`config.mk`:
```
export PLATFORM = sky130hd
export DESIGN_NAME = pulse_stretcher_flat
export DESIGN_NICKNAME = d
export VERILOG_FILES = /design/src/rtl/pulse_stretcher_if.sv /design/src/rtl/pulse_stretcher.sv /design/src/flat_wrapper.sv
export SDC_FILE = /design/constraint.sdc
export NUM_CORES = 1
export LEC_CHECK = 0
export BUFFER_PORTS_ARGS = -buffer_cell sky130_fd_sc_hd__buf_2
export CORE_AREA = 2 2 39 41
export CTS_CLUSTER_DIAMETER = 100
export DETAILED_ROUTE_END_ITERATION = 8
export DIE_AREA = 0 0 41 43
export HOLD_SLACK_MARGIN = 0.12
export PLACE_DENSITY = 0.63
export SKIP_CTS_REPAIR_TIMING = 1
export SLEW_MARGIN = 10
export SYNTH_ARGS = -nofsm -noshare
export SYNTH_HDL_FRONTEND = slang
export SYNTH_SLANG_ARGS = --single-unit
export TNS_END_PERCENT = 30
```
`constraint.sdc`:
```
create_clock -name clk -period 1.5 [get_ports clk]
set_input_delay 0.225 -clock clk [delete_from_list [all_inputs] [get_ports clk]]
set_output_delay 0.225 -clock clk [all_outputs]
set_load 0.01 [all_outputs]
```
`src/rtl/pulse_stretcher_if.sv`:
```
// Bundle of the pulse_stretcher event/status signals.
//   pulse_in   : event pulse into the stretcher (driven by the master)
//   clr_ovf    : synchronous clear of the sticky overflow flag (master)
//   level_out  : stretched output level (slave)
//   busy       : stretcher not idle (slave)
//   done_pulse : one-cycle pulse in the first cycle after a window ends (slave)
//   pending    : number of queued pulses (slave)
//   overflow   : sticky flag, a pulse was dropped (slave)
//   state_dbg  : current FSM state, for observation only (slave)
// Handshake: there is no back-pressure. Every cycle with pulse_in=1 is one
// event; it either starts a window, joins the queue, or is dropped and
// recorded in overflow.
interface pulse_stretcher_if #(
  parameter int QUEUE_DEPTH = 3
);
  logic                             pulse_in;
  logic                             clr_ovf;
  logic                             level_out;
  logic                             busy;
  logic                             done_pulse;
  logic [$clog2(QUEUE_DEPTH+1)-1:0] pending;
  logic                             overflow;
  logic [1:0]                       state_dbg;

  modport master (
    output pulse_in, clr_ovf,
    input  level_out, busy, done_pulse, pending, overflow, state_dbg
  );

  modport slave (
    input  pulse_in, clr_ovf,
    output level_out, busy, done_pulse, pending, overflow, state_dbg
  );
endinterface

```
`src/rtl/pulse_stretcher.sv`:
```
// Stretches single-cycle event pulses into fixed HOLD_CYCLES-long high
// windows, each followed by a GAP_CYCLES-long low gap. Pulses arriving while
// a window or gap is running are counted (up to QUEUE_DEPTH) and replayed.
// Ports:
//   clk   : system clock, rising edge
//   rst_n : asynchronous active-low reset
//   bus   : pulse_stretcher_if slave (pulse_in, clr_ovf in; level_out, busy,
//           done_pulse, pending, overflow, state_dbg out; all outputs registered)
module pulse_stretcher #(
  parameter int HOLD_CYCLES = 4,
  parameter int GAP_CYCLES  = 2,
  parameter int QUEUE_DEPTH = 3
) (
  input  logic                   clk,
  input  logic                   rst_n,
  pulse_stretcher_if.slave       bus
);

  localparam int MAX_CYC = (HOLD_CYCLES > GAP_CYCLES) ? HOLD_CYCLES : GAP_CYCLES;
  localparam int CW      = $clog2(MAX_CYC + 1);
  localparam int PW      = $clog2(QUEUE_DEPTH + 1);

  localparam logic [CW-1:0] HOLD_LOAD = CW'(HOLD_CYCLES - 1);
  localparam logic [CW-1:0] GAP_LOAD  = CW'(GAP_CYCLES - 1);
  localparam logic [PW-1:0] PEND_MAX  = PW'(QUEUE_DEPTH);

  typedef enum logic [1:0] {
    IDLE = 2'd0,
    HOLD = 2'd1,
    GAP  = 2'd2
  } state_t;

  state_t        state, state_nxt;
  logic [CW-1:0] cnt, cnt_nxt;
  logic [PW-1:0] pending, pending_nxt;
  logic          overflow, overflow_nxt;
  logic          level_q, busy_q, done_q;
  logic          level_nxt, busy_nxt, done_nxt;

  logic          gap_last;
  logic          queue_inc;
  logic          drop;

  // State register: FSM state, down-counter, queue and registered outputs.
  always_ff @(posedge clk or negedge rst_n) begin
    if (!rst_n) begin
      state    <= IDLE;
      cnt      <= '0;
      pending  <= '0;
      overflow <= 1'b0;
      level_q  <= 1'b0;
      busy_q   <= 1'b0;
      done_q   <= 1'b0;
    end else begin
      state    <= state_nxt;
      cnt      <= cnt_nxt;
      pending  <= pending_nxt;
      overflow <= overflow_nxt;
      level_q  <= level_nxt;
      busy_q   <= busy_nxt;
      done_q   <= done_nxt;
    end
  end

  assign gap_last = (state == GAP) && (cnt == '0);

  // Next-state and counter.
  always_comb begin
    state_nxt = state;
    cnt_nxt   = cnt;
    unique case (state)
      IDLE: begin
        if (bus.pulse_in) begin
          state_nxt = HOLD;
          cnt_nxt   = HOLD_LOAD;
        end
      end
      HOLD: begin
        if (cnt == '0) begin
          state_nxt = GAP;
          cnt_nxt   = GAP_LOAD;
        end else begin
          cnt_nxt = cnt - 1'b1;
        end
      end
      GAP: begin
        if (cnt == '0) begin
          if ((pending != '0) || bus.pulse_in) begin
            state_nxt = HOLD;
            cnt_nxt   = HOLD_LOAD;
          end else begin
            state_nxt = IDLE;
          end
        end else begin
          cnt_nxt = cnt - 1'b1;
        end
      end
      default: begin
        state_nxt = IDLE;
        cnt_nxt   = '0;
      end
    endcase
  end

  // Queue and overflow. On the last GAP cycle a pulse never increments:
  // with an empty queue it starts the next window itself, otherwise it
  // takes the slot freed by the replayed pulse (net zero).
  assign queue_inc = bus.pulse_in && ((state == HOLD) || ((state == GAP) && !gap_last));
  assign drop      = queue_inc && (pending == PEND_MAX);

  always_comb begin
    pending_nxt = pending;
    if (gap_last && (pending != '0)) begin
      if (!bus.pulse_in) pending_nxt = pending - 1'b1;
    end else if (queue_inc && !drop) begin
      pending_nxt = pending + 1'b1;
    end
  end

  // A drop on the same edge as clr_ovf keeps the flag set.
  always_comb begin
    overflow_nxt = overflow;
    if (drop)             overflow_nxt = 1'b1;
    else if (bus.clr_ovf) overflow_nxt = 1'b0;
  end

  // Output decode from the next state so outputs are registered yet aligned
  // with the state they describe.
  always_comb begin
    level_nxt = (state_nxt == HOLD);
    busy_nxt  = (state_nxt != IDLE);
    done_nxt  = (state == HOLD) && (state_nxt == GAP);
  end

  assign bus.level_out  = level_q;
  assign bus.busy       = busy_q;
  assign bus.done_pulse = done_q;
  assign bus.pending    = pending;
  assign bus.overflow   = overflow;
  assign bus.state_dbg  = state;

endmodule

```
`src/flat_wrapper.sv`:
```
// flat-port wrapper written by rule: the top's interface ports become plain ports
module pulse_stretcher_flat 
#(
  parameter int HOLD_CYCLES = 4,
  parameter int GAP_CYCLES  = 2,
  parameter int QUEUE_DEPTH = 3
)
  (clk, rst_n, bus_pulse_in, bus_clr_ovf, bus_level_out, bus_busy, bus_done_pulse, bus_pending, bus_overflow, bus_state_dbg);
  pulse_stretcher_if #(.QUEUE_DEPTH(QUEUE_DEPTH)) bus_i ();
  input  logic clk;
  input  logic rst_n;
  input wire logic [$bits(bus_i.pulse_in)-1:0] bus_pulse_in;
  input wire logic [$bits(bus_i.clr_ovf)-1:0] bus_clr_ovf;
  output wire logic [$bits(bus_i.level_out)-1:0] bus_level_out;
  output wire logic [$bits(bus_i.busy)-1:0] bus_busy;
  output wire logic [$bits(bus_i.done_pulse)-1:0] bus_done_pulse;
  output wire logic [$bits(bus_i.pending)-1:0] bus_pending;
  output wire logic [$bits(bus_i.overflow)-1:0] bus_overflow;
  output wire logic [$bits(bus_i.state_dbg)-1:0] bus_state_dbg;
  assign bus_i.pulse_in = bus_pulse_in;
  assign bus_i.clr_ovf = bus_clr_ovf;
  assign bus_level_out = bus_i.level_out;
  assign bus_busy = bus_i.busy;
  assign bus_done_pulse = bus_i.done_pulse;
  assign bus_pending = bus_i.pending;
  assign bus_overflow = bus_i.overflow;
  assign bus_state_dbg = bus_i.state_dbg;
  pulse_stretcher #(.HOLD_CYCLES(HOLD_CYCLES), .GAP_CYCLES(GAP_CYCLES), .QUEUE_DEPTH(QUEUE_DEPTH)) u_core (.clk(clk), .rst_n(rst_n), .bus(bus_i));
endmodule
```
==> flow_summary.yaml <==
clock_network:
  clock_latency_ps: 280
  clkSinkCount: 11
  htreeDepth: 1
  cts_tree: "built"
  clk_pin_slew_ps: 80
  cts_buffers: 3
  clock_path_buffers: 2
  cts_root_buf: "clkbuf_4"
synthesis:
  synth-edff-count: 0
  syn_inst: 64
  syn_avg_cell_area_um2: 9.345
  netlist.area_leader.share_pct: 46.03
  synth_area_leaders: "dfrtp_1, a21oi_1, o21ai_1"
  syn-num-nets: 68
  synth_async_sr_flop_share_pct: 100.0
  synth-seq-area-share_pct: 46.03
  synth_warnings: 0
  yosys.area.top_type: "dfrtp_1"
  synth.distinct_cells: 30
  ys_ff_latch: 11
  synth-main-ff-cell: "dfrtp_1"
  netlist_area_um2: 598.1
die:
  rows: 14
  core_area_um2: 1384
  die-area_um2: 1763
  die_x_um: 41
  die_h_um: 43
  ios: 12
  start_util_pct: 43.22
grt:
  grtUsageTotal_pct: 18.36
  antenna_found_initial: 0
  grt_first_pass_wirelength_um: 2139
  grt_max_degree: 14
  first_global_vias: 504
  grt_overflow: 0
setup_path:
  rr_worst_depth: 4
  worstPathRequired_ps: 1660
  cp-end-kind: "flop"
  cp_slowest_stage_delay_ps: 420
  crit_buf_inv: 0
  path_class: "reg2reg"
  arrival_ps: 1580
  critPathSlowestCell: "dfrtp_1"
  crit_family: "compound AO/OA/AOI/OAI gates"
  cp_cell_sequence: "or3_4 > o31a_1 > o21ai_2 > o22ai_1"
  cp_max_fo: 4
  path_depth: 4
  start_kind: "flop"
timing:
  final-setup-viol-count: 0
  finalMaxSlewViolations: 0
  clock_skew_ps: 9.548
  hold_viol_final: 0
  layout_min_cycle_time_ps: 1415
  fmax_ghz: 0.7067
  setup_tns_ps: 0
  slew_headroom_pct: 79.90
  grt_setup_unrepaired: "no"
  worst_pin_slew_ps: 299.1
  timing.final.crit_share_pct: 94.34
  hold_slack_ps: 295.1
drt:
  vias: 545
  wire_per_inst_um: 13.32
  drc: 0
  firstDrtPassIters: 4
  wl_um: 1319
  postRouteAntennaNets: 0
  viasPerCell: 5.505
  initialDrtViolationCount: 19
finish:
  drive_above_1_share_pct: 28.92
  nNetsFinal: 88
  multi_input_area_um2: 287.8
  fillers: 133
  final_cell_mix: "buf_2, dfrtp_1, buf_4"
  diodes: 0
  syn_to_final_growth_pct: 25.10
  area.sequential_um2: 275.3
worst_hold_path:
  whs_path_depth: 3
  hp-class: "in2reg"
placed_design:
  hpwlAfterDp_um: 929.5
  routabilityCongestion: 0.8606
  portBuffers: 11
power_and_ir_drop:
  ir_drop_mv: 0.7854
  power.density_nw_per_um2: 2145
  power.leakage_uw: 0.0003245
run_status:
  outcome: "finished clean"
flow_run:
  maxCapViolCount: 0
-- per-layer routing --
metal  part of all wire, %  GRT usage (%)
met5                     0              0
met4                   2.7          10.67
met3                   6.3          6.283
met2                    44          26.25
met1                    47          22.92
-- Yosys cell counts (2+ instances only) --
cell	instances
o22ai_1	2
dfrtp_1	11
inv_1	3
nand2b_1	3
nor3_1	2
buf_2	4
nand2_1	2
a21oi_1	6
o21ai_1	5
a221oi_1	2
nor2_1	5
-- stage by stage --
stage	area (µm²)	util, %	total power (µW)	instances	worst slack, ps
floorplan	598.1	-	1074	64	137.1
detailed placement	701.9	50.72	1392	93	100.8
finish	748.2	54.07	1605	99	84.88
global route	748.2	54.07	1736	99	32.38
CTS	728.2	52.62	1604	97	88.31
global placement	701.9	50.72	1373	93	122.2
-- flip-flops by register name, indices dropped and copies added, names as in the netlist --
register	count
u_core.bus.level_out	1
u_core.bus.done_pulse	1
u_core.cnt	3
u_core.bus.busy	1
u_core.bus.overflow	1
u_core.bus.pending	2
u_core.bus.state_dbg	2
-- final cells by class --
cell class | instances | share of cell area, %
multi-input cells | 45 | 38.46
flip-flops and latches | 11 | 36.79
well taps | 16 | 2.676
clock buffers | 4 | 3.512
repair buffers | 20 | 17.06
inverters | 3 | 1.505
-- worst reg2reg max path, stage by stage, from the launching register on --
cell and delay [ps]:
dfrtp_1 420, or3_4 410, o31a_1 250, o21ai_2 130, o22ai_1 90
-- logic make-up (layout without fill, tap and decap cells) --
logic type	count (synthesis)	in the layout	share of synthesized area, %
and+or+nand+nor	18	18	16.95
AOI/OAI and AO/OA	25	25	28.04
muxes	1	1	1.674
buffers and inverters	8	27	5.857
xor gates and xnor gates	1	1	1.465
DFF	11	11	46.02
-- power breakdown --
group	total [µW]	internal [µW]	switching [µW]
Sequential	518	420	98.4
Combinational	879	419	460
Clock	207	103	104
Total	1600	942	663
-- final timing paths --
path,start,slack [ps],to
setup / recovery,u_core.cnt[1],80,u_core.cnt[0]
hold / removal,bus_pulse_in,300,u_core.bus.overflow
setup reg to reg,u_core.cnt[1],80,u_core.cnt[0]
hold reg to reg,u_core.bus.overflow,520,u_core.bus.overflow
max in group asynchronous,rst_n,950,u_core.bus.busy
min in group asynchronous,rst_n,340,u_core.bus.overflow
Power figures use the tool's default switching activity.
